File: src/rtl/tero_eval_ctrl.sv
// TERO PUF evaluation sequencer: per loop clear counter, enable loop for a window, settle, capture; pairwise compare builds the response.
// Latency: NUM_LOOPS*(WINDOW_CYCLES+SETTLE_CYCLES+2) cycles from accepted start to resp_valid; all outputs registered.
// No backpressure: start is ignored while busy; abort cancels a run; optional tie_mask output under macro TERO_TIE_MASK_EN.
module tero_eval_ctrl #(
    parameter int NUM_LOOPS      = 32,
    parameter int CHALLENGE_BITS = 8,
    parameter int CNT_WIDTH      = 16,
    parameter int WINDOW_CYCLES  = 1024,
    parameter int SETTLE_CYCLES  = 2,
    localparam int LOOP_BITS     = $clog2(NUM_LOOPS)
) (
    input  logic                      clk,
    input  logic                      reset,
    input  logic                      start,
    input  logic                      abort,
    input  logic [CHALLENGE_BITS-1:0] challenge_in,
    input  logic [CNT_WIDTH-1:0]      cnt_value,
    output logic [LOOP_BITS-1:0]      loop_sel,
    output logic                      tero_en,
    output logic                      cnt_clear,
    output logic                      busy,
    output logic                      resp_valid,
    output logic [NUM_LOOPS/2-1:0]    response
`ifdef TERO_TIE_MASK_EN
    ,
    output logic [NUM_LOOPS/2-1:0]    tie_mask
`endif
);

    localparam int PAIRS   = NUM_LOOPS / 2;
    localparam int SEQ_W   = LOOP_BITS + 1;
    localparam int TMR_MAX = (WINDOW_CYCLES > SETTLE_CYCLES) ? WINDOW_CYCLES : SETTLE_CYCLES;
    localparam int TMR_W   = (TMR_MAX > 1) ? $clog2(TMR_MAX) : 1;

    localparam logic [TMR_W-1:0] WIN_LOAD = TMR_W'(WINDOW_CYCLES - 1);
    localparam logic [TMR_W-1:0] SET_LOAD = TMR_W'((SETTLE_CYCLES > 0) ? SETTLE_CYCLES - 1 : 0);
    localparam logic [SEQ_W-1:0] LAST_IDX = SEQ_W'(NUM_LOOPS - 1);

    typedef enum logic [2:0] {
        S_IDLE,
        S_CLEAR,
        S_MEASURE,
        S_SETTLE,
        S_CAPTURE,
        S_DONE
    } state_t;

    state_t                 state_q, state_d;
    logic [LOOP_BITS-1:0]   chal_q, chal_d;
    logic [SEQ_W-1:0]       seq_q, seq_d;
    logic [SEQ_W-1:0]       seq_inc;
    logic [TMR_W-1:0]       timer_q, timer_d;
    logic [CNT_WIDTH-1:0]   cnt_a_q, cnt_a_d;
    logic [LOOP_BITS-1:0]   loop_sel_q, loop_sel_d;
    logic                   tero_en_q, tero_en_d;
    logic                   cnt_clear_q, cnt_clear_d;
    logic                   busy_q, busy_d;
    logic                   resp_valid_q, resp_valid_d;
    logic [PAIRS-1:0]       response_q, response_d;
`ifdef TERO_TIE_MASK_EN
    logic [PAIRS-1:0]       tie_q, tie_d;
`endif

    // Only the low LOOP_BITS of the challenge steer the loop order.
    logic unused_chal;
    assign unused_chal = ^challenge_in;

    // Next-state and next-output computation for the whole sequencer.
    always_comb begin
        state_d      = state_q;
        chal_d       = chal_q;
        seq_d        = seq_q;
        timer_d      = timer_q;
        cnt_a_d      = cnt_a_q;
        loop_sel_d   = loop_sel_q;
        tero_en_d    = 1'b0;
        cnt_clear_d  = 1'b0;
        busy_d       = busy_q;
        resp_valid_d = resp_valid_q;
        response_d   = response_q;
`ifdef TERO_TIE_MASK_EN
        tie_d        = tie_q;
`endif
        seq_inc      = seq_q + SEQ_W'(1);

        unique case (state_q)
            S_IDLE, S_DONE: begin
                // abort in the same cycle drops the start
                if (start && !abort) begin
                    chal_d       = challenge_in[LOOP_BITS-1:0];
                    seq_d        = '0;
                    response_d   = '0;
`ifdef TERO_TIE_MASK_EN
                    tie_d        = '0;
`endif
                    resp_valid_d = 1'b0;
                    busy_d       = 1'b1;
                    cnt_clear_d  = 1'b1;
                    loop_sel_d   = challenge_in[LOOP_BITS-1:0];
                    state_d      = S_CLEAR;
                end
            end
            S_CLEAR: begin
                tero_en_d = 1'b1;
                timer_d   = WIN_LOAD;
                state_d   = S_MEASURE;
            end
            S_MEASURE: begin
                if (timer_q == '0) begin
                    if (SETTLE_CYCLES > 0) begin
                        timer_d = SET_LOAD;
                        state_d = S_SETTLE;
                    end else begin
                        state_d = S_CAPTURE;
                    end
                end else begin
                    tero_en_d = 1'b1;
                    timer_d   = timer_q - TMR_W'(1);
                end
            end
            S_SETTLE: begin
                if (timer_q == '0) begin
                    state_d = S_CAPTURE;
                end else begin
                    timer_d = timer_q - TMR_W'(1);
                end
            end
            S_CAPTURE: begin
                if (!seq_q[0]) begin
                    cnt_a_d = cnt_value;
                end else begin
                    for (int k = 0; k < PAIRS; k++) begin
                        if (seq_q[SEQ_W-1:1] == LOOP_BITS'(k)) begin
                            response_d[k] = (cnt_a_q > cnt_value);
`ifdef TERO_TIE_MASK_EN
                            tie_d[k]      = (cnt_a_q == cnt_value);
`endif
                        end
                    end
                end
                if (seq_q == LAST_IDX) begin
                    busy_d       = 1'b0;
                    resp_valid_d = 1'b1;
                    state_d      = S_DONE;
                end else begin
                    seq_d       = seq_inc;
                    cnt_clear_d = 1'b1;
                    loop_sel_d  = seq_inc[LOOP_BITS-1:0] ^ chal_q;
                    state_d     = S_CLEAR;
                end
            end
            default: begin
                state_d = S_IDLE;
            end
        endcase

        // Abort only matters during a run; it returns everything to idle.
        if (abort && busy_q) begin
            state_d      = S_IDLE;
            tero_en_d    = 1'b0;
            cnt_clear_d  = 1'b0;
            busy_d       = 1'b0;
            resp_valid_d = 1'b0;
            response_d   = '0;
            loop_sel_d   = '0;
`ifdef TERO_TIE_MASK_EN
            tie_d        = '0;
`endif
        end
    end

    // State and registered outputs, synchronous active-high reset.
    always_ff @(posedge clk) begin
        if (reset) begin
            state_q      <= S_IDLE;
            chal_q       <= '0;
            seq_q        <= '0;
            timer_q      <= '0;
            cnt_a_q      <= '0;
            loop_sel_q   <= '0;
            tero_en_q    <= 1'b0;
            cnt_clear_q  <= 1'b0;
            busy_q       <= 1'b0;
            resp_valid_q <= 1'b0;
            response_q   <= '0;
`ifdef TERO_TIE_MASK_EN
            tie_q        <= '0;
`endif
        end else begin
            state_q      <= state_d;
            chal_q       <= chal_d;
            seq_q        <= seq_d;
            timer_q      <= timer_d;
            cnt_a_q      <= cnt_a_d;
            loop_sel_q   <= loop_sel_d;
            tero_en_q    <= tero_en_d;
            cnt_clear_q  <= cnt_clear_d;
            busy_q       <= busy_d;
            resp_valid_q <= resp_valid_d;
            response_q   <= response_d;
`ifdef TERO_TIE_MASK_EN
            tie_q        <= tie_d;
`endif
        end
    end

    assign loop_sel   = loop_sel_q;
    assign tero_en    = tero_en_q;
    assign cnt_clear  = cnt_clear_q;
    assign busy       = busy_q;
    assign resp_valid = resp_valid_q;
    assign response   = response_q;
`ifdef TERO_TIE_MASK_EN
    assign tie_mask   = tie_q;
`endif

endmodule

File: config.mk
export PLATFORM = sky130hd
export DESIGN_NAME = tero_eval_ctrl
export DESIGN_NICKNAME = d
export VERILOG_FILES = /design/src/rtl/tero_eval_ctrl.sv
export SDC_FILE = /design/constraint.sdc
export NUM_CORES = 1
export LEC_CHECK = 0
export ABC_AREA = 1
export ABC_CLOCK_PERIOD_IN_PS = 1800
export CORE_MARGIN = 10
export CORE_UTILIZATION = 45
export DETAILED_ROUTE_END_ITERATION = 8
export GPL_TIMING_DRIVEN = 0
export PLACE_DENSITY = 0.77
export SYNTH_ARGS = -nofsm -noshare
export SYNTH_HDL_FRONTEND = slang
export SYNTH_SLANG_ARGS = --single-unit
File: constraint.sdc
create_clock -name clk -period 1.8 [get_ports clk]
set_clock_uncertainty 0.2 [all_clocks]
set_input_delay 0.36 -clock clk [delete_from_list [all_inputs] [get_ports clk]]
set_output_delay 0.36 -clock clk [all_outputs]
set_load 0.03 [all_outputs]
Yosys cells after proc, flatten, opt, wreduce, memory -nomap -nowiden. Index checks and enable logic that the tools add are counted.

Bits in registers: 65.

Reduce and logical (&&, ||, !) cells: 32. Equal/unequal tests: 44. $lt $le $gt $ge: 1. Bitwise operators: 2. Mux-type cells: 44. Add/subtract/negate cells: 2.

Operators with widths (number): AND reduction 4 bit (16); != test 2 bit (second input constant) (23); equality test 5 x 4 -> 1 bit (second input constant) (8); 2-to-1 mux 16 bit (2); one-hot mux 16 bit (2 select lines) (1); one-hot mux 10 bit (3 select lines) (1); 2-to-1 mux 1 bit (23); equality test 5 x 3 -> 1 bit (second input constant) (4); 2-to-1 mux 10 bit (2); > comparator 16 bit (1); one-hot mux 3 bit (5 select lines) (1); 2-to-1 mux 3 bit (4); 2-to-1 mux 6 bit (2); one-hot mux 6 bit (2 select lines) (1); equality test 5 x 2 -> 1 bit (second input constant) (2); logical NOT 10 bit (1); 2-to-1 mux 5 bit (2); one-hot mux 5 bit (2 select lines) (1); subtractor 10 x 1 -> 10 bit (second input constant) (1); AND reduction 3 bit (3); one-hot mux 1 bit (2 select lines) (4); adder 6 x 1 -> 6 bit (second input constant) (1); equality test 3 x 2 -> 1 bit (second input constant) (2); equality test 3 bit (second input constant) (2); other kinds (13) (17).

Logic depth before layout (Yosys ltp).
Word-level depth: 4. Mapped depth: 14. Depth with buffers taken out: 13.

Least setup slack after synthesis. No wires, ideal clock.

Path kind: in2reg. Start: input cnt_value[7]. End: register response_q[0], in the netlist response[0]. Library setup time: 0.117 ns. Arrival: 1.415 ns. Data required time: 1.483 ns. Stages: 10. Slack: 0.069 ns. Path through: inv_1 > ha_1 > nand2_1 > nor2_1 > nand4_1 > nor2_1 > nor2_2 > nand2_2 > buf_6 > a21oi_2.

Cells in the longest elaborated chain, start to end: 4.

RTL lines: from (decl) (RTL line 17) `input logic [CNT_WIDTH-1:0] cnt_value,`; > comparator 16 bit (RTL line 134) `response_d[k] = (cnt_a_q > cnt_value);`; 2-to-1 mux 1 bit (RTL line 133) `if (seq_q[SEQ_W-1:1] == LOOP_BITS'(k)) begin`; 2-to-1 mux 16 bit (RTL line 129) `if (!seq_q[0]) begin`; one-hot mux 16 bit (2 select lines) (RTL line 86) `unique case (state_q)`; to (signal assigned) (RTL line 200) `response_q <= response_d;`; to (decl) (RTL line 59) `logic [PAIRS-1:0] response_q, response_d;`.

Every way passes these cells. The select of a mux whose other input is x is not followed. A chain may end at the register's enable or synchronous reset.

Final worst setup path.
Start: register timer_q[1]. End: register timer_q[0].

Cells in the longest elaborated chain, start to end: 3. Elaborated cells on any way between the ends: 5. Those cells by class: eq/ne (1); mux (2); reduce/logical (2).

RTL lines: from (decl) (RTL line 52) `logic [TMR_W-1:0] timer_q, timer_d;`; from (signal assigned) (RTL line 193) `timer_q <= timer_d;`; logical NOT 10 bit (*) (RTL line 109, 122); 2-to-1 mux 10 bit / != test 2 bit (equally long branches); one-hot mux 10 bit (3 select lines) / AND reduction 2 bit (equally long branches).

Mark *: on every way between the ends. The rest lies on a longest branch, timed or not.

==> metrics.yaml <==
grt_pass1_wl_mm: 14.8
finalSetupViolations: 0
portBuffers: 49
cp_slowest_cell: "or2_2"
slew_headroom: 0.718
drc_errors: 0
viasPerCell: 5.00
yosys.area.top_type: "dfxtp_1"
grt_pass1_vias: 3295
drive_gt1_frac: 0.212
diodes: 0
fillers: 700
ys_seq_area_frac: 0.359
yosysWarnings: 0
grt-ovfl-total: 0
clk_latency_ns: 0.36
yosysUniqueCellTypes: 32
die_y_um: 110
slew_viol_final: 0
vias: 3530
path_cells: "inv_1 > ha_1 > nand3_1 > or2_2 > nand2_1 > o21ai_0 > a21oi_1"
drt.antenna.violating_nets: 0
firstDrtPassIters: 4
layout_common_cells: "nand2_1 (121), inv_1 (77), dfxtp_1 (57)"
routabilityCongestion: 0.869
final_net_count: 646
cts.sinks: 65
antenna_found_initial: 0
place_area_um2: 4250
coreArea_um2: 7770
grtUsageTotal: 0.152
power_leakage_nw: 2.37
cp.required_ns: 1.89
synthesis.nets: 574
dpl.cell_count: 678
place_ws_ns: -0.673
finalWirelength_mm: 9.04
synthCells: 527
hp-class: "in2reg"
clk_path_buf_depth: 2
hold_buffers: 0
tritoncts: "yes"
powerDensity_nw_per_um2: 1230
max_slew.worst_pin.slew_ns: 0.422
fin_crit_sh: 0.955
path_buf_inv: 1
synth_area_leaders: "dfxtp_1 (36%), nand2_1 (13%), inv_1 (9.2%), a21oi_1 (8.4%), o21ai_0 (7.3%)"
path_class: "reg2reg"
synth_xor_area_frac: 0.0193
status: "finished, final reports clean"
ioPinCount: 53
avgSynthCellArea_um2: 6.89
start_util: 0.467
worst_slack_ns: 0.0806
maxClockFrequency_mhz: 582
place_hpwl_mm: 6.31
end_kind: "flip-flop"
cts.clk_slew.worst_paths_ns: 0.07
drv_cap: 0
finalCriticalPeriod_ns: 1.72
final_common_cell: "nand2_1"
h-tree-depth: 3
critPathMaxFanout: 4
worstPathArrival_ns: 1.81
root_buffer: "clkbuf_8"
yosysTopAreaCellShare: 0.359
synth_seq_cells: 65
netlist_area_um2: 3630
hold_viol: 0
area_delta_synth_final_pct: 32.2
yosys.area_share.adder: 0.0655
irDropWorstVdd_mv: 0.702
slowest_delay_ns: 0.33
die-area_um2: 12100
stdcell_area_um2: 4800
numCtsBuffers: 9
cp_top_family: "simple AND/OR/NAND/NOR gates"
grt_max_degree: 12
crit_path_start_kind: "flip-flop"
drtIter0Drc: 142
rows: 32
yosys.area_share.simple: 0.229
synth_mux_area_frac: 0
wire_per_inst_um: 12.8
die_x_um: 110
hold_ws_ns: 0.0794
synth_compound_area_frac: 0.195
final_cells: 706
setup-tns-final_ns: 0
rsz0062_at_grt: "yes"
synth_top_family_by_area: "simple AND/OR/NAND/NOR gates"
report_power, final:
| part | internal, W | switching [W] |
|---|---|---|
| combinational | 0.000906 | 0.00157 |
| sequential | 0.00175 | 0.000209 |
| clock | 0.000893 | 0.000586 |
| total | 0.00355 | 0.00236 |
synth_stat cells:
cell type and n:
clkbuf_1 4, buf_4 1, nand2_2 5, nand3_1 17, nand2_4 2, o211ai_1 1, nor3_1 1, a21oi_2 10
nor2_4 2, nand2_1 127, ha_1 19, buf_2 5, nand3_2 1, a21o_1 1, a21oi_1 61, o21ai_1 2
a211oi_1 2, nand2_8 1, inv_4 2, buf_6 4, inv_1 89, or2_2 2, nor2_2 3, buf_12 1
nor2_1 27, xnor2_1 1, o21ai_2 1, dfxtp_1 65, nand4_1 4, o21ai_0 53, xor2_1 7, inv_2 6
tightest hold or removal path: cells and delay by family:
family / cells / cell delay, ns
compound gates: 1 / 0.11
buf+inv: 2 / 0.13
cell families (layout without fill, tap and decap cells):
group / count (synthesis) / after routing
flip-flops: 65 / 65
AO/OA/AOI/OAI: 131 / 131
buffers and inverters: 112 / 187
XOR/XNOR: 8 / 8
adder cells (fa/ha/maj): 19 / 19
AND/OR/NAND/NOR: 192 / 194
worst paths after layout:
path | slack, ns | startpoint | cells past startpoint | to
max reg2reg | 0.08 | timer_q[1] | 7 | timer_q[0]
max | 0.08 | timer_q[1] | 7 | timer_q[0]
min reg2reg | 0.26 | cnt_a_q[0] | 2 | cnt_a_q[0]
min | 0.08 | cnt_value[8] | 3 | cnt_a_q[8]
layout make-up:
cell class / instances / area [um2] / share of cell area
flip-flops and latches: 65 / 1310 / 0.274
well taps: 102 / 128 / 0.0266
repair buffers: 59 / 548 / 0.114
inverters: 97 / 372 / 0.0774
multi-input cells: 352 / 2080 / 0.433
plain buffers: 15 / 119 / 0.0248
clock inverters: 4 / 73.8 / 0.0154
clock buffers: 12 / 165 / 0.0344
layer usage:
layer / vias to the layer above / wire length [um] / track usage
li1: 1817 / - / -
met1: 1614 / 3920 / 0.174
met2: 84 / 4400 / 0.259
met3: 15 / 581 / 0.0515
met4: 0 / 132 / 0.0493
met5: - / 0 / 0
stage by stage:
stage,total power [W],utilization
after global routing,0.00635,0.618
after detailed placement,0.00429,0.547
after floorplan,0.00365,-
after global placement,0.00420,0.547
after CTS,0.00576,0.598
final,0.00591,0.618
state kept, by name, indices dropped and copies added (netlist names):
signal	cells
seq_q	6
cnt_a_q	16
timer_q	10
chal_q	5
tero_en	1
cnt_clear	1
busy	1
response	16
state_q	3
loop_sel	5
resp_valid	1
repair_timing:
item	CTS	global route
pin swaps	30	17
setup buffers	5	4
resized for setup	73	35
setup endpoints to repair	58	51
gates cloned	1	2
Note: power is estimated with default switching activity, not from simulation.
